<file path="src/rtl/change_dispenser_pkg.sv">
// Shared definitions for the change dispenser: coin encodings and values,
// FSM state encoding and default configuration.
package change_dispenser_pkg;

    typedef enum logic [1:0] {
        COIN_NONE = 2'b00,
        COIN_1    = 2'b01,
        COIN_10   = 2'b10,
        COIN_05   = 2'b11
    } coin_t;

    // Coin values in half-yuan units
    localparam logic [5:0] VAL_05 = 6'd1;
    localparam logic [5:0] VAL_1  = 6'd2;
    localparam logic [5:0] VAL_10 = 6'd20;

    localparam int unsigned SUM_MAX_DEFAULT = 40;

    typedef enum logic [2:0] {
        S_IDLE,
        S_SELECT,
        S_EJECT,
        S_DONE,
        S_FAULT
    } state_t;

    function automatic logic [5:0] coin_value(input coin_t c);
        logic [5:0] v;
        case (c)
            COIN_05: v = VAL_05;
            COIN_1:  v = VAL_1;
            COIN_10: v = VAL_10;
            default: v = '0;
        endcase
        return v;
    endfunction

endpackage

</file>
<file path="src/rtl/change_dispenser_coin_stock.sv">
// coin_stock: 8-bit per-denomination coin counter with reload and a
// decrement that saturates at zero.
module coin_stock #(
    parameter int unsigned INIT = 8
) (
    input  logic       clk,
    input  logic       rst,
    input  logic       load,
    input  logic       dec,
    output logic [7:0] count
);

    always_ff @(posedge clk) begin
        if (rst || load) begin
            count <= 8'(INIT);
        end else if (dec && (count != '0)) begin
            count <= count - 8'd1;
        end
    end

endmodule

</file>
<file path="src/rtl/change_dispenser.sv">
// change_dispenser: greedy coin payout FSM with ack handshake and timeout fault.
// Define STOCK_TRACK_EN for finite per-coin stocks, reload and short reporting.
module change_dispenser
    import change_dispenser_pkg::*;
#(
    parameter int unsigned SUM_MAX     = SUM_MAX_DEFAULT,
    parameter int unsigned STOCK_INIT  = 8,
    parameter int unsigned ACK_TIMEOUT = 16
) (
    input  logic       clk,
    input  logic       rst,
    input  logic       start,
    input  logic [5:0] amount,
    input  logic       eject_ack,
    input  logic       reload,
    output logic       eject_valid,
    output logic [1:0] eject_type,
    output logic [5:0] remain,
    output logic       busy,
    output logic       done,
    output logic       short,
    output logic       fault
);

    localparam logic [5:0]  SUM_CAP   = 6'(SUM_MAX);
    localparam int unsigned TW        = (ACK_TIMEOUT > 1) ? $clog2(ACK_TIMEOUT + 1) : 1;
    localparam logic [TW-1:0] WAIT_LAST = TW'(ACK_TIMEOUT - 1);

    state_t        state;
    coin_t         coin_q;
    coin_t         pick;
    logic [5:0]    remain_q;
    logic [5:0]    amt_cap;
    logic [TW-1:0] wait_cnt;
    logic          valid_q;
    logic          busy_q;
    logic          done_q;
    logic          short_q;
    logic          fault_q;
    logic          has_05;
    logic          has_1;
    logic          has_10;

`ifdef STOCK_TRACK_EN
    localparam bit TRACK = 1'b1;

    logic [7:0] stock_05;
    logic [7:0] stock_1;
    logic [7:0] stock_10;
    logic       load_stock;
    logic       ack_take;

    // Reload is only honoured while idle, so it can coincide with an accepted start
    assign load_stock = reload && (state == S_IDLE);
    assign ack_take   = (state == S_EJECT) && eject_ack;

    coin_stock #(.INIT(STOCK_INIT)) u_stock_05 (
        .clk   (clk),
        .rst   (rst),
        .load  (load_stock),
        .dec   (ack_take && (coin_q == COIN_05)),
        .count (stock_05)
    );

    coin_stock #(.INIT(STOCK_INIT)) u_stock_1 (
        .clk   (clk),
        .rst   (rst),
        .load  (load_stock),
        .dec   (ack_take && (coin_q == COIN_1)),
        .count (stock_1)
    );

    coin_stock #(.INIT(STOCK_INIT)) u_stock_10 (
        .clk   (clk),
        .rst   (rst),
        .load  (load_stock),
        .dec   (ack_take && (coin_q == COIN_10)),
        .count (stock_10)
    );

    assign has_05 = (stock_05 != '0);
    assign has_1  = (stock_1  != '0);
    assign has_10 = (stock_10 != '0);
`else
    localparam bit TRACK = 1'b0;

    // Unlimited stocks: reload has no effect
    logic unused_cfg;
    assign unused_cfg = reload | (STOCK_INIT != 0);

    assign has_05 = 1'b1;
    assign has_1  = 1'b1;
    assign has_10 = 1'b1;
`endif

    assign amt_cap = (amount > SUM_CAP) ? SUM_CAP : amount;

    // Largest coin not exceeding the unpaid amount that is still in stock
    always_comb begin
        pick = COIN_NONE;
        if ((remain_q >= VAL_10) && has_10) begin
            pick = COIN_10;
        end else if ((remain_q >= VAL_1) && has_1) begin
            pick = COIN_1;
        end else if ((remain_q >= VAL_05) && has_05) begin
            pick = COIN_05;
        end
    end

    always_ff @(posedge clk) begin
        if (rst) begin
            state    <= S_IDLE;
            coin_q   <= COIN_NONE;
            remain_q <= '0;
            wait_cnt <= '0;
            valid_q  <= 1'b0;
            busy_q   <= 1'b0;
            done_q   <= 1'b0;
            short_q  <= 1'b0;
            fault_q  <= 1'b0;
        end else begin
            done_q <= 1'b0;
            case (state)
                S_IDLE: begin
                    if (start) begin
                        if (amount == '0) begin
                            done_q <= 1'b1;
                        end else begin
                            remain_q <= amt_cap;
                            short_q  <= 1'b0;
                            busy_q   <= 1'b1;
                            state    <= S_SELECT;
                        end
                    end
                end
                S_SELECT: begin
                    if (remain_q == '0) begin
                        done_q <= 1'b1;
                        state  <= S_DONE;
                    end else if (pick == COIN_NONE) begin
                        done_q  <= 1'b1;
                        short_q <= TRACK;
                        state   <= S_DONE;
                    end else begin
                        coin_q   <= pick;
                        valid_q  <= 1'b1;
                        wait_cnt <= '0;
                        state    <= S_EJECT;
                    end
                end
                S_EJECT: begin
                    if (eject_ack) begin
                        remain_q <= remain_q - coin_value(coin_q);
                        valid_q  <= 1'b0;
                        coin_q   <= COIN_NONE;
                        state    <= S_SELECT;
                    end else if (wait_cnt == WAIT_LAST) begin
                        valid_q <= 1'b0;
                        coin_q  <= COIN_NONE;
                        fault_q <= 1'b1;
                        state   <= S_FAULT;
                    end else begin
                        wait_cnt <= wait_cnt + TW'(1);
                    end
                end
                S_DONE: begin
                    busy_q <= 1'b0;
                    state  <= S_IDLE;
                end
                S_FAULT: begin
                    state <= S_FAULT;
                end
                default: begin
                    state <= S_IDLE;
                end
            endcase
        end
    end

    assign eject_valid = valid_q;
    assign eject_type  = coin_q;
    assign remain      = remain_q;
    assign busy        = busy_q;
    assign done        = done_q;
    assign short       = short_q;
    assign fault       = fault_q;

endmodule

</file>
<file path="config.mk">
export PLATFORM = sky130hd
export DESIGN_NAME = change_dispenser
export DESIGN_NICKNAME = d
export VERILOG_FILES = /design/src/rtl/change_dispenser_pkg.sv /design/src/rtl/change_dispenser_coin_stock.sv /design/src/rtl/change_dispenser.sv
export SDC_FILE = /design/constraint.sdc
export NUM_CORES = 1
export LEC_CHECK = 0
export CAP_MARGIN = 20
export CORE_MARGIN = 4
export CORE_UTILIZATION = 40
export CTS_CLUSTER_DIAMETER = 30
export DETAILED_ROUTE_END_ITERATION = 10
export GPL_ROUTABILITY_DRIVEN = 0
export GPL_TIMING_DRIVEN = 0
export HOLD_SLACK_MARGIN = 0.15
export PLACE_DENSITY = 0.63
export SLEW_MARGIN = 20
export SYNTH_ARGS = -nofsm -noshare
export SYNTH_HDL_FRONTEND = slang
export SYNTH_SLANG_ARGS = --single-unit
</file>
<file path="constraint.sdc">
create_clock -name clk -period 2.39 [get_ports clk]
set_input_delay 0.717 -clock clk [delete_from_list [all_inputs] [get_ports clk]]
set_output_delay 0.717 -clock clk [all_outputs]
set_load 0.03 [all_outputs]
</file>
# Yosys cells after proc, flatten, opt, wreduce, memory -nomap -nowiden
# Cells that the tools add are included.
word_totals:
  reg_bits: 21
  elab_cells: 95
  output_inout_bits: 13
  in_bits: 11
classes:
  n_eq_ne: 17
  reduce_logical: 15
  n_bitwise: 1
  addsub: 2
  n_mux: 47
  magnitude_cmp: 4
ops:
  columns: ["cell", "count"]
  rows:
  - ["two-way mux 6 bit", 7]
  - ["two-way mux 5 bit", 4]
  - ["two-way mux 1 bit", 16]
  - ["!= test 2 bit, second input constant", 8]
  - ["one-hot mux 5 bit (3 select lines)", 1]
  - ["two-way mux 2 bit", 7]
  - ["zero test 6 bit", 2]
  - ["two-way mux 3 bit", 4]
  - ["one-hot mux 3 bit (4 select lines)", 1]
  - ["one-hot mux 6 bit (2 select lines)", 1]
  - ["one-hot mux 5 bit (2 select lines)", 1]
  - ["AND reduction 5 bit", 2]
  - ["AND reduction 3 bit", 3]
  - ["one-hot mux 1 bit (2 select lines)", 4]
  - ["AND reduction 4 bit", 2]
  - ["nonzero test 2 bit", 4]
  - ["equality test 3 x 2 -> 1 bit, second input constant", 2]
  - ["greater-or-equal comparator 6 x 1 -> 1 bit, second input constant", 1]
  - ["greater-or-equal comparator 6 x 2 -> 1 bit, second input constant", 1]
  - ["greater-or-equal comparator 6 x 5 -> 1 bit, second input constant", 1]
  - ["> comparator 6 bit, second input constant", 1]
  - ["subtractor 6 bit", 1]
  - ["adder 5 x 1 -> 5 bit, second input constant", 1]
  - ["equality test 5 x 4 -> 1 bit, second input constant", 1]
  - ["9 further kinds", 10]

# Longest topological paths before layout
# Gate-level depths: netlist (run 1).
logic_depth:
  depth_word: 8
  depth_mapped: 8

# Worst setup path after synthesis (run 1)
# No wires, ideal clock.
synth_timing:
  kind: "register to register"
  from: "register remain_q[0] (netlist: remain[0])"
  to: "register remain_q[4] (netlist: remain[4])"
  stages_incl_launch_ff: 9
  slack_ns: 0.413
  arrival_time_ns: 1.890
  setup_ns: 0.086
  synth_period_minus_slack_ns: 1.977
  required_time_ns: 2.304
  cell_sequence: "dfxtp_1 > inv_1 > ha_1 > fa_1 > nor2b_1 > nor3_1 > xnor2_1 > a21oi_2 > a221oi_2"
synth_between:
  elab_chain_len: 3
synth_rtl:
  columns: ["element", "line_no", "source"]
  rows:
  - ["start: declaration", "change_dispenser.sv:32", "logic [5:0] remain_q;"]
  - ["start signal: assignment", "change_dispenser.sv:129", "remain_q <= amt_cap;"]
  - ["start signal: assignment", "change_dispenser.sv:153", "remain_q <= remain_q - coin_value(coin_q);"]
  - ["subtractor 6 bit", "change_dispenser.sv:153", null]
  - ["two-way mux 6 bit", "change_dispenser.sv:152", "if (eject_ack) begin"]
  - ["one-hot mux 6 bit (2 select lines)", "change_dispenser.sv:123", "case (state)"]
# Every way passes these cells. The select of a mux whose other input is x is not followed.
# A chain may end at the register's enable or synchronous reset.

# Worst setup path after layout (run 1)
layout_timing:
  from: "register remain_q[2] (netlist: remain[2])"
  to: "output port remain[2]"
layout_lines:
  columns: ["element", "line_no", "source"]
  rows:
  - ["end: declaration", "change_dispenser.sv:18", "output logic [5:0] remain,"]
# No word-level cell between the ends.

==> impl_metrics.py, run 1 <==
metrics = {
    "drt": {
        "drt_iter0_markers": 83,
        "post-route-drc-count": 0,
        "avgRoutedWirePerCell_um": 13.9,
        "drtPass1Iterations": 4,
        "routed_wl_um": 2960,
        "detail_route.vias_per_cell": 5.23,
        "dr_total_vias": 1113,
        "ant_nets": 0,
    },
    "sta": {
        "maxSlewViolCount": 0,
        "hold_viol": 0,
        "fin_crit_ns": 2.20,
        "finalCritPeriodShare": 0.921,
        "setup_viol": 0,
        "maxSlewHeadroom": 0.625,
        "rsz0062_at_grt": "no",
        "clock.fmax_mhz": 454,
        "clock_skew_ns": 0.00505,
        "worst_pin_slew_ns": 0.561,
    },
    "synthesis": {
        "yosys.area.top_type": "dfxtp_1",
        "yosys-top-cells-area": "dfxtp_1, ha_1, nor2_1",
        "ys_seq_elements": 20,
        "async_flop_share": 0,
        "ys_types": 48,
        "synth_edf_count": 0,
        "avgSynthCellArea_um2": 8.61,
        "synth.top_cell.area_share": 0.321,
        "ys_warn_count": 0,
        "synth_cells": 145,
        "ys_seq_area_frac": 0.321,
        "synthesis.area_mm2": 0.00125,
        "syn_nets": 163,
        "ys.flop_type": "dfxtp_1",
    },
    "pwr": {
        "p_seq_frac": 0.411,
        "netSwitchingPower_mw": 0.339,
        "p_int_mw": 0.604,
        "p_comb_frac": 0.371,
        "vdd_ir_drop_max_mv": 0.264,
        "leakage_nw": 0.593,
        "finalPower_mw": 0.943,
        "cellPowerDensity_mw_per_mm2": 612,
        "clkPwrFrac": 0.218,
        "switching_share": 0.359,
    },
    "global_routing": {
        "track_usage": 0.155,
        "grt_overflow": 0,
        "grt_pass1_vias": 1065,
        "grt_max_degree": 12,
        "antenna_found_initial": 0,
        "grt_pass1_wl_um": 5090,
    },
    "critical_path": {
        "crit_chain": "clkdlybuf4s50_1",
        "worst_ep_required_time_ns": 1.67,
        "worstPathArrival_ns": 1.49,
        "crit_slowest_cell": "clkdlybuf4s50_1",
        "cp-start-kind": "flop",
        "crit_type": "reg2out",
        "path_delay_family": "buffers and inverters",
        "crit_fanout": 5,
        "cp-end-kind": "primary output",
        "cpPeakStageDelay_ns": 0.71,
        "crit_buf_inv": 1,
    },
    "final_layout": {
        "finalInstanceArea_mm2": 0.00154,
        "drive_above_1_share": 0.124,
        "fin_nets": 188,
        "area_growth_pct": 23.3,
        "final_cell_mix": "dfxtp_1, clkdlybuf4s50_1, nor2_1, inv_1, a21oi_1",
        "fill_cells": 311,
        "diodes": 0,
    },
    "cts": {
        "clock_sinks": 20,
        "cts_setup_buffers": 0,
        "cts_buffer_depth": 2,
        "h-tree-depth": 1,
        "ctsHoldBuffers": 0,
        "path_clk_slew_ns": 0.12,
        "numCtsBuffers": 3,
        "cts_resized": 0,
        "cts_tree": "built",
        "root_buffer": "clkbuf_4",
        "clock_latency_ns": 0.31,
    },
    "die": {
        "die_x_um": 63.9,
        "dieArea_mm2": 0.00408,
        "io_pins": 24,
        "die_h_um": 63.9,
        "coreArea_mm2": 0.00303,
        "start_util": 0.412,
        "rows": 20,
    },
    "hold_path": {
        "hp-class": "reg2reg",
    },
    "placement": {
        "placed_area_mm2": 0.00150,
        "port-buffer-count": 20,
        "dp_hpwl_um": 2310,
    },
    "outcome": {
        "outcome": "finished, final reports clean",
    },
    "flow_run": {
        "drv_cap": 0,
    },
}
## per-layer routing
| layer | global-route usage | part of all wire | vias up |
|---|---|---|---|
| met1 | 0.209 | 0.48 | 521 |
| met3 | 0.0387 | 0.048 | 4 |
| met4 | 0.0404 | 0.0091 | 0 |
| met2 | 0.246 | 0.46 | 22 |
| li1 | - | - | 566 |
| met5 | 0 | 0 | - |
## final cells by class
type	instances	area, um2	area share
Timing Repair Buffer	20	200	0.130
Sequential cell	20	400	0.260
Buffer	7	53.8	0.0349
Tap cell	44	55.1	0.0357
Clock buffer	4	36.3	0.0236
Multi-Input combinational cell	109	761	0.494
Inverter	9	33.8	0.0219
## cell usage after synthesis, drive strengths merged (4+ instances only)
library cell / number
a211oi: 8
a21o: 4
a21oi: 10
buf: 6
dfxtp: 20
ha: 6
inv: 9
nand2: 9
nor2: 17
nor2b: 7
nor3: 5
o21ai: 6
## logic make-up after synthesis
| group | synth area share |
|---|---|
| and+or+nand+nor | 0.263 |
| other | 0.00300 |
| buffers and inverters | 0.0701 |
| xor gates and xnor gates | 0.0140 |
| DFF | 0.321 |
| muxes | 0.00902 |
| AOI/OAI and AO/OA | 0.245 |
| adders and majority gates | 0.0762 |
## sequential cells by signal, summed over array words and instances (netlist names)
name,count
remain,6
state,3
wait_cnt,5
eject_valid,1
eject_type,2
done,1
busy,1
fault,1
## power by group through the flow
stage | clock [mW] | combinational [mW] | sequential (mW)
2_1_floorplan | 0 | 0.200 | 0.433
3_3_place_gp | 0 | 0.344 | 0.393
3_5_place_dp | 0 | 0.349 | 0.396
4_1_cts | 0.208 | 0.351 | 0.387
5_1_grt | 0.222 | 0.386 | 0.393
6_report | 0.206 | 0.350 | 0.387
## worst reg2reg max path, cell delays in order, from the launching register on
cell	delay [ns]
dfxtp_1	0.35
ha_1	0.22
and3_1	0.19
ha_1	0.20
nor2_1	0.21
nand2_1	0.10
a21oi_1	0.24
nor2_1	0.12
mux2_2	0.28
## stage by stage
| stage | hold slack (ns) | cells | utilization | setup TNS, ns | setup slack [ns] |
|---|---|---|---|---|---|
| finish | 0.472 | 213 | 0.509 | 0 | 0.188 |
| global route | 0.486 | 213 | 0.509 | 0 | 0.0809 |
| detailed placement | 0.446 | 209 | 0.497 | -0.0299 | -0.0299 |
| global placement | 0.436 | 209 | 0.497 | -0.00871 | -0.00513 |
| CTS | 0.474 | 213 | 0.509 | 0 | 0.189 |
| floorplan | 0.426 | 145 | - | 0 | 0.413 |
## final timing paths
check | slack (ns) | to | depth (start not counted) | start
worst min register to register | 0.47 | wait_cnt[4] | 1 | wait_cnt[4]
worst max-delay path | 0.19 | remain[2] | 1 | remain[2]
worst max register to register | 0.40 | wait_cnt[0] | 8 | wait_cnt[0]
worst min-delay path | 0.47 | wait_cnt[4] | 1 | wait_cnt[4]
(Power assumes the default switching activity.)
==> run 2: changes to the inputs <==
- CORE_UTILIZATION: 40 -> 51
- MAX_ROUTING_LAYER: default -> met4
- PLACE_DENSITY: 0.63 -> 0.78
==> run 2 against run 1 <==
Net effect: fmax decreased by 0.26%; cell count decreased by 8.0%; critical endpoint is now remain[3]; worst hold slack got worse by 0.012 ns; count of clock-buffer cells in the layout decreased by 1; global-route usage increased by 2.3 points; non-clock buffer count unchanged; sequential power about the same; largest cell class unchanged; via count increased by 4.2%; highest routed layer unchanged.
==> impl_metrics.py, run 2 (synthesis results as in run 1) <==
metrics = {
    "outcome": {
        "outcome": "finished, final reports clean",
    },
    "sta": {
        "setup_ws_ns": 0.182,
        "hold_viol": 0,
        "clock_skew_ns": 0.00117,
        "worst_pin_slew_ns": 0.577,
        "maxSlewViolCount": 0,
        "clock.fmax_mhz": 453,
        "finalCritPeriodShare": 0.924,
        "setup_viol": 0,
        "maxSlewHeadroom": 0.615,
        "fin_crit_ns": 2.21,
        "rsz0062_at_grt": "no",
    },
    "final_layout": {
        "fin_nets": 188,
        "largest_register_ffs": 6,
        "final_cells": 196,
        "final_cell_mix": "dfxtp_1, clkdlybuf4s50_1, nor2_1, inv_1, a21oi_1",
        "area_growth_pct": 20.6,
        "drive_above_1_share": 0.119,
        "fill_cells": 201,
        "finish.utilization": 0.662,
        "multi_input_area_um2": 761,
        "diodes": 0,
        "regArea_um2": 400,
        "finalInstanceArea_mm2": 0.00151,
    },
    "cts": {
        "cts_buffer_depth": 2,
        "cts_resized": 0,
        "clock_latency_ns": 0.29,
        "root_buffer": "clkbuf_4",
        "cts_setup_buffers": 0,
        "clock_sinks": 20,
        "ctsHoldBuffers": 0,
        "h-tree-depth": 1,
        "path_clk_slew_ns": 0.10,
        "cts_tree": "built",
        "numCtsBuffers": 3,
    },
    "die": {
        "rows": 17,
        "die_x_um": 57.5,
        "coreArea_mm2": 0.00228,
        "start_util": 0.549,
        "dieArea_mm2": 0.00330,
        "die_h_um": 57.5,
        "io_pins": 24,
    },
    "drt": {
        "post-route-drc-count": 0,
        "dr_total_vias": 1160,
        "detail_route.vias_per_cell": 5.92,
        "ant_nets": 0,
        "avgRoutedWirePerCell_um": 14.4,
        "routed_wl_um": 2830,
        "drtPass1Iterations": 4,
        "drt_iter0_markers": 27,
    },
    "placement": {
        "placed_area_mm2": 0.00148,
        "place_ws_ns": -0.0810,
        "dp.cells": 193,
        "dp_hpwl_um": 2220,
        "port-buffer-count": 20,
    },
    "critical_path": {
        "crit_chain": "clkdlybuf4s50_1",
        "cpPeakStageDelay_ns": 0.72,
        "worst_ep_required_time_ns": 1.67,
        "crit_fanout": 6,
        "path_delay_family": "buffers and inverters",
        "crit_slowest_cell": "clkdlybuf4s50_1",
        "cp-start-kind": "flop",
        "crit_type": "reg2out",
        "worstPathArrival_ns": 1.49,
        "crit_buf_inv": 1,
        "cp-end-kind": "primary output",
        "reg2reg_slack_ns": 0.37,
    },
    "pwr": {
        "leakage_nw": 0.586,
        "cellPowerDensity_mw_per_mm2": 592,
        "vdd_ir_drop_max_mv": 0.437,
    },
    "global_routing": {
        "grt_use_met3": 0.0339,
        "met1_usage": 0.242,
        "grt_pass1_vias": 1050,
        "grt_pass1_wl_um": 4660,
        "antenna_found_initial": 0,
        "grt_overflow": 0,
        "met2_usage": 0.263,
        "track_usage": 0.178,
        "grt_max_degree": 11,
        "busiest_layer": "met2",
    },
    "flow_run": {
        "drv_cap": 0,
    },
    "hold_path": {
        "hp-class": "reg2reg",
    },
}
[run 2: cell types whose count changed in the layout (fill, tap and decap cells not counted), sizes merged]
| cell | before | now |
|---|---|---|
| clkbuf | 5 | 4 |
[run 2: final timing paths]
kind                from           to  cells after the start
max            remain[3]    remain[3]                      1
min          eject_valid  eject_valid                      1
max reg2reg  wait_cnt[0]  wait_cnt[2]                      8
min reg2reg  eject_valid  eject_valid                      1
[run 2: per-layer routing]
metal  wire [um]  vias to the layer above
met1        1260                      546
met4          61                        0
met2        1310                       37
met3         194                        9
met5           0                        -
li1            -                      568
[run 2: stage by stage]
step                      total power, mW  setup TNS [ns]  hold WS, ns
after CTS                           0.896               0        0.466
after floorplan                     0.633               0        0.426
after detailed placement            0.741          -0.218        0.440
after global placement              0.732               0        0.435
after global routing                0.937               0        0.479
final                               0.891               0        0.460
[run 2: worst register-to-register path: stages, from the launching register on]
cell and delay (ns):
dfxtp_1 0.34, ha_1 0.22, and3_1 0.19, ha_1 0.19, nor2_1 0.21, nand2_1 0.11
a21oi_1 0.26, o21ai_0 0.15, a31o_2 0.26
[run 2: layout make-up]
class | count | share of cell area
Timing Repair Buffer | 20 | 0.133
Multi-Input combinational cell | 109 | 0.505
Sequential cell | 20 | 0.266
Inverter | 9 | 0.0224
Tap cell | 28 | 0.0233
Buffer | 7 | 0.0357
Clock buffer | 3 | 0.0150
[run 2: power breakdown]
part           internal (mW)  switching [mW]  total (mW)  leakage [nW]
registers              0.360          0.0283       0.388         0.163
clock network         0.0586          0.0967       0.155        0.0138
logic                  0.151           0.197       0.348         0.409
total                  0.569           0.322       0.891         0.586
